### src/rtl/adder_arbiter.sv
// Two-requester front end sharing one adder_nbit, with a one-deep result register.
// Optional per-requester grant counters are enabled by defining ADDER_ARB_STATS_EN.
//
// state | meaning
// EMPTY | result register holds nothing (rsp_valid = 0)
// FULL  | result register holds a result awaiting rsp_ready (rsp_valid = 1)

module adder_nbit #(
    parameter int BIT_WIDTH = 4
) (
    input  logic [BIT_WIDTH-1:0] a,
    input  logic [BIT_WIDTH-1:0] b,
    input  logic                 carry_in,
    output logic [BIT_WIDTH-1:0] sum,
    output logic                 carry_out
);
    assign {carry_out, sum} = {1'b0, a} + {1'b0, b} + {{BIT_WIDTH{1'b0}}, carry_in};
endmodule

module adder_arbiter #(
    parameter int BIT_WIDTH = 4
) (
    input  logic                 clk,
    input  logic                 rst,
    input  logic [1:0]           req_valid,
    input  logic [BIT_WIDTH-1:0] req_a0,
    input  logic [BIT_WIDTH-1:0] req_b0,
    input  logic [BIT_WIDTH-1:0] req_a1,
    input  logic [BIT_WIDTH-1:0] req_b1,
    input  logic [1:0]           req_cin,
    output logic [1:0]           req_ready,
    output logic                 rsp_valid,
    output logic [BIT_WIDTH-1:0] rsp_sum,
    output logic                 rsp_overflow,
    output logic                 rsp_id,
    input  logic                 rsp_ready,
    output logic [15:0]          grant_cnt0,
    output logic [15:0]          grant_cnt1
);
    typedef enum logic {EMPTY = 1'b0, FULL = 1'b1} state_t;

    state_t               state, state_next;
    logic                 last_grant;
    logic                 grant0, grant1;
    logic                 space_ok;
    logic                 accept;
    logic [BIT_WIDTH-1:0] op_a, op_b;
    logic                 op_cin;
    logic [BIT_WIDTH-1:0] add_sum;
    logic                 add_cout;

    assign rsp_valid = (state == FULL);
    assign space_ok  = ~rsp_valid | rsp_ready;

    // On a tie the requester that did not win last time goes first.
    assign grant0 = req_valid[0] & (~req_valid[1] | last_grant);
    assign grant1 = req_valid[1] & (~req_valid[0] | ~last_grant);

    assign req_ready = rst ? 2'b00 : {grant1 & space_ok, grant0 & space_ok};
    assign accept    = |req_ready;

    assign op_a   = grant1 ? req_a1 : req_a0;
    assign op_b   = grant1 ? req_b1 : req_b0;
    assign op_cin = grant1 ? req_cin[1] : req_cin[0];

    adder_nbit #(.BIT_WIDTH(BIT_WIDTH)) u_adder (
        .a         (op_a),
        .b         (op_b),
        .carry_in  (op_cin),
        .sum       (add_sum),
        .carry_out (add_cout)
    );

    always_ff @(posedge clk) begin
        if (rst) begin
            state <= EMPTY;
        end else begin
            state <= state_next;
        end
    end

    always_comb begin
        state_next = state;
        case (state)
            EMPTY: if (accept) state_next = FULL;
            FULL:  if (rsp_ready && !accept) state_next = EMPTY;
            default: state_next = EMPTY;
        endcase
    end

    always_ff @(posedge clk) begin
        if (rst) begin
            rsp_sum      <= '0;
            rsp_overflow <= 1'b0;
            rsp_id       <= 1'b0;
            last_grant   <= 1'b1;
        end else if (accept) begin
            rsp_sum      <= add_sum;
            rsp_overflow <= add_cout;
            rsp_id       <= req_ready[1];
            last_grant   <= req_ready[1];
        end
    end

`ifdef ADDER_ARB_STATS_EN
    always_ff @(posedge clk) begin
        if (rst) begin
            grant_cnt0 <= '0;
            grant_cnt1 <= '0;
        end else begin
            if (req_ready[0] && grant_cnt0 != 16'hFFFF) grant_cnt0 <= grant_cnt0 + 16'd1;
            if (req_ready[1] && grant_cnt1 != 16'hFFFF) grant_cnt1 <= grant_cnt1 + 16'd1;
        end
    end
`else
    assign grant_cnt0 = 16'd0;
    assign grant_cnt1 = 16'd0;
`endif

endmodule
### config.mk
export PLATFORM = sky130hd
export DESIGN_NAME = adder_arbiter
export DESIGN_NICKNAME = d
export VERILOG_FILES = /design/src/rtl/adder_arbiter.sv
export SDC_FILE = /design/constraint.sdc
export NUM_CORES = 1
export LEC_CHECK = 0
export ABC_CLOCK_PERIOD_IN_PS = 3400
export CORE_MARGIN = 10
export CORE_UTILIZATION = 37
export DETAILED_ROUTE_END_ITERATION = 10
export PLACE_DENSITY_LB_ADDON = 0.25
export SYNTH_ARGS = -nofsm -noshare
export SYNTH_HDL_FRONTEND = slang
export SYNTH_SLANG_ARGS = --single-unit
export TNS_END_PERCENT = 5
### constraint.sdc
create_clock -name clk -period 3.4 [get_ports clk]
set_clock_uncertainty 0.1 [all_clocks]
set_input_delay 0.51 -clock clk [delete_from_list [all_inputs] [get_ports clk]]
set_output_delay 0.51 -clock clk [all_outputs]
set_load 0.01 [all_outputs]
==> key figures, run 1 <==
Worst setup path
  – Register-to-Register Path Depth: 7
  – Worst Path Buf+Inv: 3
  – Critical path origin: req_valid[1]
  – Worst reg-to-reg setup slack: 1060 ps
  – Cell with the largest stage delay on the worst path: clkdlybuf4s50_1
  – Worst-path maximum fanout: 8
  – CP Data Required Time: 2790 ps
  – Total stage count of the critical path: 5
  – CP Capture Point: req_ready[1]
  – CP Class: in2out
  – Critical path's top delay family: buffers and inverters
  – Worst EP arrival: 2260 ps
  – CP endpoint kind: primary output
  – Critical-path cell list: clkdlybuf4s50_1 > a21boi_2 > buf_4 > and3_1 > clkdlybuf4s50_1
  – R2R Path End: rsp_sum[3]
  – Worst r2r src: last_grant
  – Worst path max stage delay: 530 ps
  – Setup crit start kind: input port
  – Crit-path most repeated cell: clkdlybuf4s50_1

GRT
  – First-pass GRT wire length: 3.167 mm
  – Largest net degree at the start of global routing: 10
  – Number of global-route vias before repair: 701
  – Antenna violations before repair: 0
  – Global route overflow: 0
  – Global Route Usage Sum: 8.506%

Hold path
  – Min-delay src: rsp_sum[2]
  – Hold path depth: 2
  – Hold WC Path Type: reg2reg

Routing
  – Final WL: 2.203 mm
  – DRC: 0
  – Max Used Layer: met4
  – Routed met3 length: 167 um
  – DR vias/cell: 4.401
  – Met2 routed WL: 1.208 mm
  – Router iterations before antenna repair: 4
  – Vias: 691
  – 1st-iter DRT viols: 31
  – Final ANT Viol Nets: 0
  – DR WL/cell: 14.03 um
  – M1 WL: 807 um

Clock network
  – Post_cts resized: 0
  – Clock-pin transition on the worst setup and hold timing paths: 50 ps
  – Clk root buf: clkbuf_4
  – # hold bufs at CTS: 0
  – Skew-Pair Late Insertion Delay: 260 ps
  – Sinks on Clock Net: 8
  – CTS tree: built
  – Clock Tree Buf Depth: 2
  – CTS buffer count: 3
  – H-tree depth: 1
  – Post-CTS Setup Inserts: 0

Yosys
  – EDFF count, synth: 0
  – Synth async-reset ratio: 0%
  – Distinct cells, synth: 35
  – Yosys warns: 0
  – Cell area after synthesis: 863.3 sq um
  – Most frequent cell after synthesis: buf_4
  – Synthesized area per cell: 8.809 sq um
  – Share of the synthesized area in the top cell type: 27.83%
  – Post-synth top area cell: buf_4
  – Ys flop type: dfxtp_1
  – Commonest cells in the netlist: buf_4, dfxtp_1, a21oi_1, mux2_1
  – Synth area leaders: buf_4, dfxtp_1, mux2_1, fa_1, ha_1
  – Seq/Total Area, Yosys: 18.55%
  – Seq cells post-synth: 8
  – Syn Inst Count: 98

Final layout
  – Nets: 159
  – Layout cells sized above 1: 10.08%
  – Area Growth Syn to Fin: 26.67%
  – Multi-input logic area: 539.3 sq um
  – Register area: 160.2 sq um
  – Antenna cells: 0
  – Fin area: 1094 sq um
  – Fill cell count: 226

STA
  – Hold Vio Cnt, Final: 0
  – Final setup violation count: 0
  – Max-slew violation count: 0
  – RSZ-0062 raised after global routing: false
  – FMAX: 349.0 MHz
  – Crit path time final: 2866 ps
  – Final worst-path cycle share: 84.28%
  – Total negative slack: 0 ps

Floorplan
  – Core ar.: 2212 sq um
  – Die W: 68.31 um
  – I/O pin count: 64
  – FP Rows: 17
  – Initial cell density of the core: 39.03%
  – Area of the die: 4666 sq um
  – Die Y: 68.31 um

Flow run
  – # Max-Cap Violations: 0

Place
  – IO Port Bufs: 31
  – Placed Area: 1071 sq um
  – GP Congestion: 0.7427
  – DP HPWL: 1.971 mm

Power and ir drop
  – VDD IR-drop max: 0.0001237 V
  – Cell Pwr Density: 299.9 nW/um^2
  – Leakage power: 0.4848 nW

Status
  – Outcome: completed
layout make-up:
type,instances,area share [%]
inverter,5,1.716
multi-input combinational,81,49.31
tap,28,3.204
sequential,8,14.65
timing repair buffer,32,29.06
clock buffer,3,2.059
cells in the final DEF, fill, tap and decap left out, drive strengths merged, types with 3 or more instances in the layout:
| cell | instances |
|---|---|
| o21ai | 3 |
| dfxtp | 8 |
| clkdlybuf4s50 | 31 |
| conb | 32 |
| clkbuf | 3 |
| nand2 | 3 |
| mux2i | 3 |
| ha | 3 |
| mux2 | 6 |
| inv | 5 |
| a31oi | 3 |
| a21oi | 4 |
power breakdown:
part | internal (mW) | switching (mW)
registers | 0.104 | 0.00515
clock network | 0.0404 | 0.0324
logic | 0.0745 | 0.0720
stage by stage:
stage | std cells | hold slack (ps) | utilization [%] | power [mW] | worst slack [ps]
2_1_floorplan | 129 | 388.5 | - | 0.2244 | 1000
3_3_place_gp | 154 | 354.1 | 48.42 | 0.2534 | 344.1
3_5_place_dp | 154 | 367.4 | 48.42 | 0.2560 | 346.2
4_1_cts | 157 | 373.5 | 49.43 | 0.3283 | 529.8
5_1_grt | 157 | 393.0 | 49.43 | 0.3531 | 417.8
6_report | 157 | 369.8 | 49.43 | 0.3279 | 534.4
metal layers:
metal / vias up / track usage, %
li1: 334 / -
met3: 3 / 2.284
met2: 35 / 15.47
met1: 319 / 9.484
met4: 0 / 2.261
met5: - / 0
tightest hold or removal path, stage by stage, from the launching register on:
cell	delay (ps)
dfxtp_1	310
o31ai_1	60
a21oi_1	60
cell families (layout without fill, tap and decap cells):
family                     count (synthesis)  count (layout)  synth area share (%)
buffers and inverters                     40              40                 32.46
AOI/OAI and AO/OA                         19              19                 16.38
and+or+nand+nor                           15              15                 10.44
muxes                                      9               9                 11.74
DFF                                        8               8                 18.55
adders and majority gates                  5               5                 8.986
other                                      1              32                0.4344
xor gates and xnor gates                   1               1                 1.015
flip-flops by register name, summed over array words and instances, names as in the netlist:
name and count:
last_grant 1, rsp_sum 4, rsp_overflow 1, rsp_valid 1, rsp_id 1
worst min path at each step:
stage	endpoint	slack, ps
2_1_floorplan	rsp_sum[2]	390
3_3_place_gp	rsp_sum[2]	350
3_5_place_dp	rsp_sum[2]	370
4_1_cts	rsp_sum[2]	370
5_1_grt	rsp_sum[2]	390
6_report	rsp_sum[2]	370
Note: power is estimated with default switching activity, not from simulation.
==> inputs of run 2 (changes only) <==
--- a/config.mk
+++ b/config.mk
@@ -5,9 +5,9 @@
 export SDC_FILE = /design/constraint.sdc
 export NUM_CORES = 1
 export LEC_CHECK = 0
-export ABC_CLOCK_PERIOD_IN_PS = 3400
+export ABC_CLOCK_PERIOD_IN_PS = 2700
 export CORE_MARGIN = 10
-export CORE_UTILIZATION = 37
+export CORE_UTILIZATION = 34
 export DETAILED_ROUTE_END_ITERATION = 10
 export PLACE_DENSITY_LB_ADDON = 0.25
 export SYNTH_ARGS = -nofsm -noshare
==> constraint.sdc (replaced) <==
create_clock -name clk -period 2.7 [get_ports clk]
set_clock_uncertainty 0.1 [all_clocks]
set_input_delay 0.405 -clock clk [delete_from_list [all_inputs] [get_ports clk]]
set_output_delay 0.405 -clock clk [all_outputs]
set_load 0.01 [all_outputs]
==> run 2 against run 1 <==
  * Critical path depth unchanged
  * Non-clock buffer count up 3
  * Register-to-register slack worse by 510 ps
  * Clock power up 26%
  * Count of clock-buffer cells in the layout unchanged
  * Die area up 6.2%
  * Hold slack worse by 3.0 ps
  * Highest routed layer unchanged
==> key figures, run 2 (same netlist as run 1, synthesis figures left out) <==
Hold path
  – Min-delay src: rsp_sum[2]
  – Hold WC Path Type: reg2reg
  – Hold path depth: 2 (unchanged)
  – Worst hold endpoint: rsp_sum[2]

Place
  – IO Port Bufs: 31 (unchanged)
  – DP HPWL: 1.990 mm (+0.96%)
  – Placed cells: 159 (+3.2%)
  – Placed Area: 1096 sq um (+2.3%)
  – GP Congestion: 0.7365 (-0.83%)

Clock network
  – Post-CTS Setup Inserts: 0 (unchanged)
  – Sinks on Clock Net: 8 (unchanged)
  – Clk root buf: clkbuf_4
  – Clock Tree Buf Depth: 2 (unchanged)
  – # hold bufs at CTS: 0 (unchanged)
  – Post_cts resized: 1 (+1)
  – Clock-pin transition on the worst setup and hold timing paths: 50 ps (about the same)
  – CTS buffer count: 3 (unchanged)
  – CTS tree: built
  – Skew-Pair Late Insertion Delay: 250 ps (about the same)
  – H-tree depth: 1 (unchanged)

Worst setup path
  – Worst EP arrival: 2080 ps (-180 ps)
  – CP Class: in2out
  – R2R Path End: rsp_sum[3]
  – Register-to-Register Path Depth: 7 (unchanged)
  – Worst-path maximum fanout: 8 (unchanged)
  – CP Data Required Time: 2190 ps (-600 ps)
  – Worst r2r src: last_grant
  – CP endpoint kind: primary output
  – Setup crit start kind: input port
  – Worst reg-to-reg setup slack: 550 ps (-510 ps)

Final layout
  – Final core utilization: 46.79% (-2.6 points)
  – Largest register FFs: 4 (unchanged)
  – Area Growth Syn to Fin: 33.04%
  – Fill cell count: 256 (+13%)
  – Nets: 162 (+1.9%)
  – Commonest non-fill, non-tap cell in the layout: conb_1
  – Layout cells sized above 1: 14.39% (+4.3 points)
  – Fin area: 1149 sq um (+5.0%)
  – Non-Filler Instances: 162 (+3.2%)
  – Commonest cells after routing, fill and taps aside: conb_1, clkdlybuf4s50_1, dfxtp_1, mux2_1
  – Antenna cells: 0 (unchanged)
  – Most flops, register: rsp_sum

Routing
  – DR WL/cell: 14.02 um (about the same)
  – Final WL: 2.272 mm (+3.1%)
  – DRC: 0 (unchanged)
  – 1st-iter DRT viols: 20 (-35%)
  – Final ANT Viol Nets: 0 (unchanged)
  – Vias: 694 (+0.43%)
  – Router iterations before antenna repair: 2 (-2)
  – DR vias/cell: 4.284 (-2.7%)

Status
  – Outcome: completed

Power and ir drop
  – Power Total: 428.8 uW (+31%)
  – Leakage power: 0.5044 nW (+4.0%)
  – Cell Pwr Density: 373.3 nW/um^2 (+24%)
  – VDD IR-drop max: 0.0001980 V (+60%)

STA
  – Hold Vio Cnt, Final: 0 (unchanged)
  – Crit path time final: 2587 ps
  – Max-slew violation count: 0 (unchanged)
  – FMAX: 386.6 MHz
  – Total negative slack: 0 ps (unchanged)
  – RSZ-0062 raised after global routing: false
  – Final worst-path cycle share: 95.80%
  – Final setup violation count: 0 (unchanged)

GRT
  – Number of global-route vias before repair: 808 (+15%)
  – Global route overflow: 0 (unchanged)
  – First-pass GRT wire length: 3.594 mm (+13%)
  – Global Route Usage Sum: 8.407% (-0.099 points)
  – Largest net degree at the start of global routing: 9 (-1)
  – Antenna violations before repair: 0 (unchanged)

Floorplan
  – FP Rows: 18 (+1)
  – I/O pin count: 64 (unchanged)
  – Die Y: 70.39 um (+3.1%)
  – Area of the die: 4955 sq um (+6.2%)
  – Die W: 70.39 um (+3.1%)
  – Initial cell density of the core: 35.17% (-3.9 points)
  – Core ar.: 2455 sq um (+11%)

Flow run
  – # Max-Cap Violations: 0 (unchanged)
==> run 2: changes by cell type in the layout (fill, tap and decap cells not counted), sizes merged <==
cell / delta
buf: +3
==> run 2: routing by layer <==
metal / part of all wire, % / up-vias / track usage, %
met5: 0 / - / 0
met4: 1.3 / 0 / 2.632
met3: 7.4 / 4 / 2.825
met2: 56 / 29 / 16.47
met1: 36 / 320 / 7.826
li1: - / 341 / -
==> run 2: stage by stage <==
step | setup slack, ps | hold slack (ps)
2_1_floorplan | 405.1 | 388.5
3_3_place_gp | -240.0 | 352.8
3_5_place_dp | -286.1 | 361.4
4_1_cts | 1.944 | 370.3
5_1_grt | 20.85 | 412.7
6_report | 113.4 | 366.8
==> run 2: worst max path at each step <==
| stage | start | end | cells past startpoint |
|---|---|---|---|
| after floorplan | req_valid[1] | rsp_overflow | 8 |
| after global placement | req_valid[1] | rsp_sum[3] | 8 |
| after CTS | req_valid[1] | rsp_sum[3] | 8 |
| after global routing | req_valid[1] | rsp_sum[2] | 8 |
| after detailed placement | req_valid[1] | rsp_sum[3] | 8 |
| final | req_valid[1] | req_ready[1] | 5 |
==> run 2: area by class of cell <==
cell class / instances / area [sq um] / area share [%]
multi-input cells: 81 / 565.5 / 49.24
repair buffers: 35 / 344.1 / 29.96
flip-flops and latches: 8 / 160.2 / 13.94
well taps: 30 / 37.54 / 3.268
clock buffers: 3 / 22.52 / 1.961
inverters: 5 / 18.77 / 1.634
==> run 2: critical path: stages <==
cell	delay, ps
clkdlybuf4s50_1	540
a21boi_4	270
buf_6	170
and3_1	150
clkdlybuf4s50_1	530
==> run 2: power by group <==
part | switching (mW) | internal, mW
Clock | 0.0406 | 0.0509
Combinational | 0.0948 | 0.105
Sequential | 0.00732 | 0.130
Total | 0.143 | 0.286
==> inputs of run 3 (changes only) <==
--- a/config.mk
+++ b/config.mk
@@ -8,6 +8,7 @@
 export ABC_CLOCK_PERIOD_IN_PS = 2700
 export CORE_MARGIN = 10
 export CORE_UTILIZATION = 34
+export CTS_CLUSTER_DIAMETER = 50
 export DETAILED_ROUTE_END_ITERATION = 10
 export PLACE_DENSITY_LB_ADDON = 0.25
 export SYNTH_ARGS = -nofsm -noshare
==> constraint.sdc (replaced) <==
create_clock -name clk -period 2.7 [get_ports clk]
set_clock_uncertainty 0.1 [all_clocks]
set_input_delay 0.54 -clock clk [delete_from_list [all_inputs] [get_ports clk]]
set_output_delay 0.54 -clock clk [all_outputs]
set_load 0.01 [all_outputs]
==> run 3 against run 2 <==
  * Die area unchanged
  * Sequential power about the same
  * Clock power is 2.4% higher
  * Utilization is 0.66 points higher
  * Critical path depth stayed put
  * Count of clock-buffer cells in the layout stayed put
  * Sequential share of layout area fell by 0.19 points
  * Worst setup slack better by 2.5 ps
  * Combinational power barely moved
  * Hold slack got worse by 0.55 ps
  * Maximum frequency hardly changed
  * Non-clock buffer count up 3
  * Critical path type unchanged
  * Largest cell class unchanged
==> key figures, run 3 (same netlist as run 1, synthesis figures left out) <==
Clock network
  – Clock-pin transition on the worst setup and hold timing paths: 50 ps (about the same)
  – CTS tree: built
  – # hold bufs at CTS: 0 (unchanged)
  – H-tree depth: 1 (unchanged)
  – Sinks on Clock Net: 8 (unchanged)
  – Clock Tree Buf Depth: 2 (unchanged)
  – Skew-Pair Late Insertion Delay: 250 ps (about the same)
  – Clk root buf: clkbuf_4
  – CTS buffer count: 3 (unchanged)

Worst setup path
  – Critical-path cell list: clkdlybuf4s50_1 > nand2b_2 > nand2_1 > nor2_1 > clkdlybuf4s50_1
  – Worst r2r src: last_grant
  – Cell with the largest stage delay on the worst path: clkdlybuf4s50_1
  – CP Class: in2out
  – Critical path origin: rsp_ready
  – Worst path max stage delay: 540 ps (about the same)
  – Setup crit start kind: input port
  – Worst-path maximum fanout: 5 (-3)
  – CP Data Required Time: 2060 ps (-130 ps)
  – Worst EP arrival: 1940 ps (-140 ps)
  – CP endpoint kind: primary output
  – Crit-path most repeated cell: clkdlybuf4s50_1

Floorplan
  – Initial cell density of the core: 35.17% (unchanged)
  – Area of the die: 4955 sq um (unchanged)
  – Die Y: 70.39 um (unchanged)
  – Core ar.: 2455 sq um (unchanged)
  – Die W: 70.39 um (unchanged)
  – I/O pin count: 64 (unchanged)
  – FP Rows: 18 (unchanged)

Flow run
  – # Max-Cap Violations: 0 (unchanged)

Routing
  – DRC: 0 (unchanged)
  – Final WL: 2.211 mm (-2.7%)
  – DR vias/cell: 4.164 (-2.8%)
  – Vias: 687 (-1.0%)
  – 1st-iter DRT viols: 17 (-15%)
  – DR WL/cell: 13.40 um (-4.5%)
  – Final ANT Viol Nets: 0 (unchanged)
  – Router iterations before antenna repair: 4 (+2)

GRT
  – Antenna violations before repair: 0 (unchanged)
  – First-pass GRT wire length: 3.560 mm (-0.95%)
  – Number of global-route vias before repair: 781 (-3.3%)
  – Global route overflow: 0 (unchanged)
  – Global Route Usage Sum: 8.343% (-0.064 points)
  – Largest net degree at the start of global routing: 9 (unchanged)

Final layout
  – Most flops, register: rsp_sum
  – Area Growth Syn to Fin: 34.93%
  – Commonest non-fill, non-tap cell in the layout: conb_1
  – Largest register FFs: 4 (unchanged)
  – Commonest cells after routing, fill and taps aside: conb_1, clkdlybuf4s50_1, dfxtp_1, buf_4, mux2_1
  – Layout cells sized above 1: 17.04% (+2.6 points)
  – Nets: 165 (+1.9%)
  – Fill cell count: 255 (-0.39%)
  – Antenna cells: 0 (unchanged)
  – Final core utilization: 47.45% (+0.66 points)

STA
  – Final worst-path cycle share: 95.70% (about the same)
  – Final setup violation count: 0 (unchanged)
  – RSZ-0062 raised after global routing: false
  – FMAX: 387.0 MHz (about the same)
  – Max-slew violation count: 0 (unchanged)
  – Crit path time final: 2584 ps (-2.548 ps)
  – Hold Vio Cnt, Final: 0 (unchanged)

Power and ir drop
  – Register share of total power: 32.0% (about the same)
  – Switching part of the total power: 33.43% (+0.14 points)
  – Clock power share: 21.8% (+0.5 points)
  – Sw Pwr: 143.5 uW (+0.54%)
  – Leakage power: 0.5321 nW (+5.5%)
  – VDD IR-drop max: 0.0001669 V (-16%)
  – Power Total: 429.3 uW (+0.13%)
  – Cell Pwr Density: 368.6 nW/um^2 (-1.3%)
  – Pint: 285.8 uW (about the same)
  – Comb pwr share: 46.2% (-0.4 points)

Status
  – Outcome: completed

Place
  – DP HPWL: 1.987 mm (-0.14%)
  – IO Port Bufs: 31 (unchanged)
  – GP Congestion: 0.7954 (+8.0%)

Hold path
  – Hold WC Path Type: reg2reg
  – Min-delay src: rsp_sum[2]
[run 3: changes by cell type in the layout (fill, tap and decap cells not counted)]
cell / before / now
ha_4: 1 / 0
nand2b_1: 2 / 1
clkdlybuf4s50_1: 31 / 29
dlygate4sd2_1: 0 / 1
fa_1: 1 / 0
dlymetal6s2s_1: 0 / 1
ha_1: 2 / 3
nand2b_2: 0 / 1
buf_4: 3 / 6
fa_2: 1 / 2
[run 3: power groups by stage]
stage / Clock [mW] / Combinational, mW / Sequential [mW]
2_1_floorplan: 0 / 0.139 / 0.144
4_1_cts: 0.0973 / 0.198 / 0.137
3_3_place_gp: 0 / 0.188 / 0.139
6_report: 0.0937 / 0.198 / 0.137
3_5_place_dp: 0 / 0.189 / 0.140
5_1_grt: 0.104 / 0.221 / 0.139
[run 3: timing repair]
| item | 4_1_cts | 5_1_grt |
|---|---|---|
| endpoints found under the hold margin | 0 | 0 |
| resized for setup | 6 | 2 |
| pin swaps | 0 | 1 |
| setup endpoints to repair | 4 | 4 |
| buffers inserted | 2 | 0 |
[run 3: routing by layer]
| metal | track usage [%] | routed length (um) |
|---|---|---|
| met1 | 8.044 | 815 |
| met2 | 15.97 | 1230 |
| met3 | 3.249 | 160 |
| met4 | 1.974 | 4 |
| met5 | 0 | 0 |
[run 3: cell type report]
cell class	count	area [sq um]	area share, %
multi-input combinational	81	558.0	47.91
timing repair buffer	38	367.9	31.58
sequential	8	160.2	13.75
tap	30	37.54	3.222
clock buffer	3	22.52	1.933
inverter	5	18.77	1.611
[run 3: final timing paths]
path	end	slack (ps)	cells past startpoint
worst max register to register	rsp_overflow	510	8
worst max-delay path	req_ready[0]	120	5
worst min-delay path	rsp_sum[2]	370	2
worst min register to register	rsp_sum[2]	370	2
[run 3: per-stage QoR]
| stage | setup slack (ps) | hold slack [ps] | instances | TNS [ps] | instance area [sq um] |
|---|---|---|---|---|---|
| floorplan | 270.1 | 388.5 | 129 | 0 | 979.7 |
| global placement | -384.3 | 352.3 | 160 | -1339 | 1104 |
| detailed placement | -435.0 | 359.4 | 160 | -1546 | 1104 |
| CTS | -5.947 | 368.8 | 165 | -5.947 | 1160 |
| global route | 9.970 | 397.9 | 165 | 0 | 1165 |
| finish | 116.0 | 366.3 | 165 | 0 | 1165 |
[run 3: critical path: cells and delay by family]
family | cells | cell delay [ps]
simple gates | 3 | 390
buf+inv | 2 | 1010
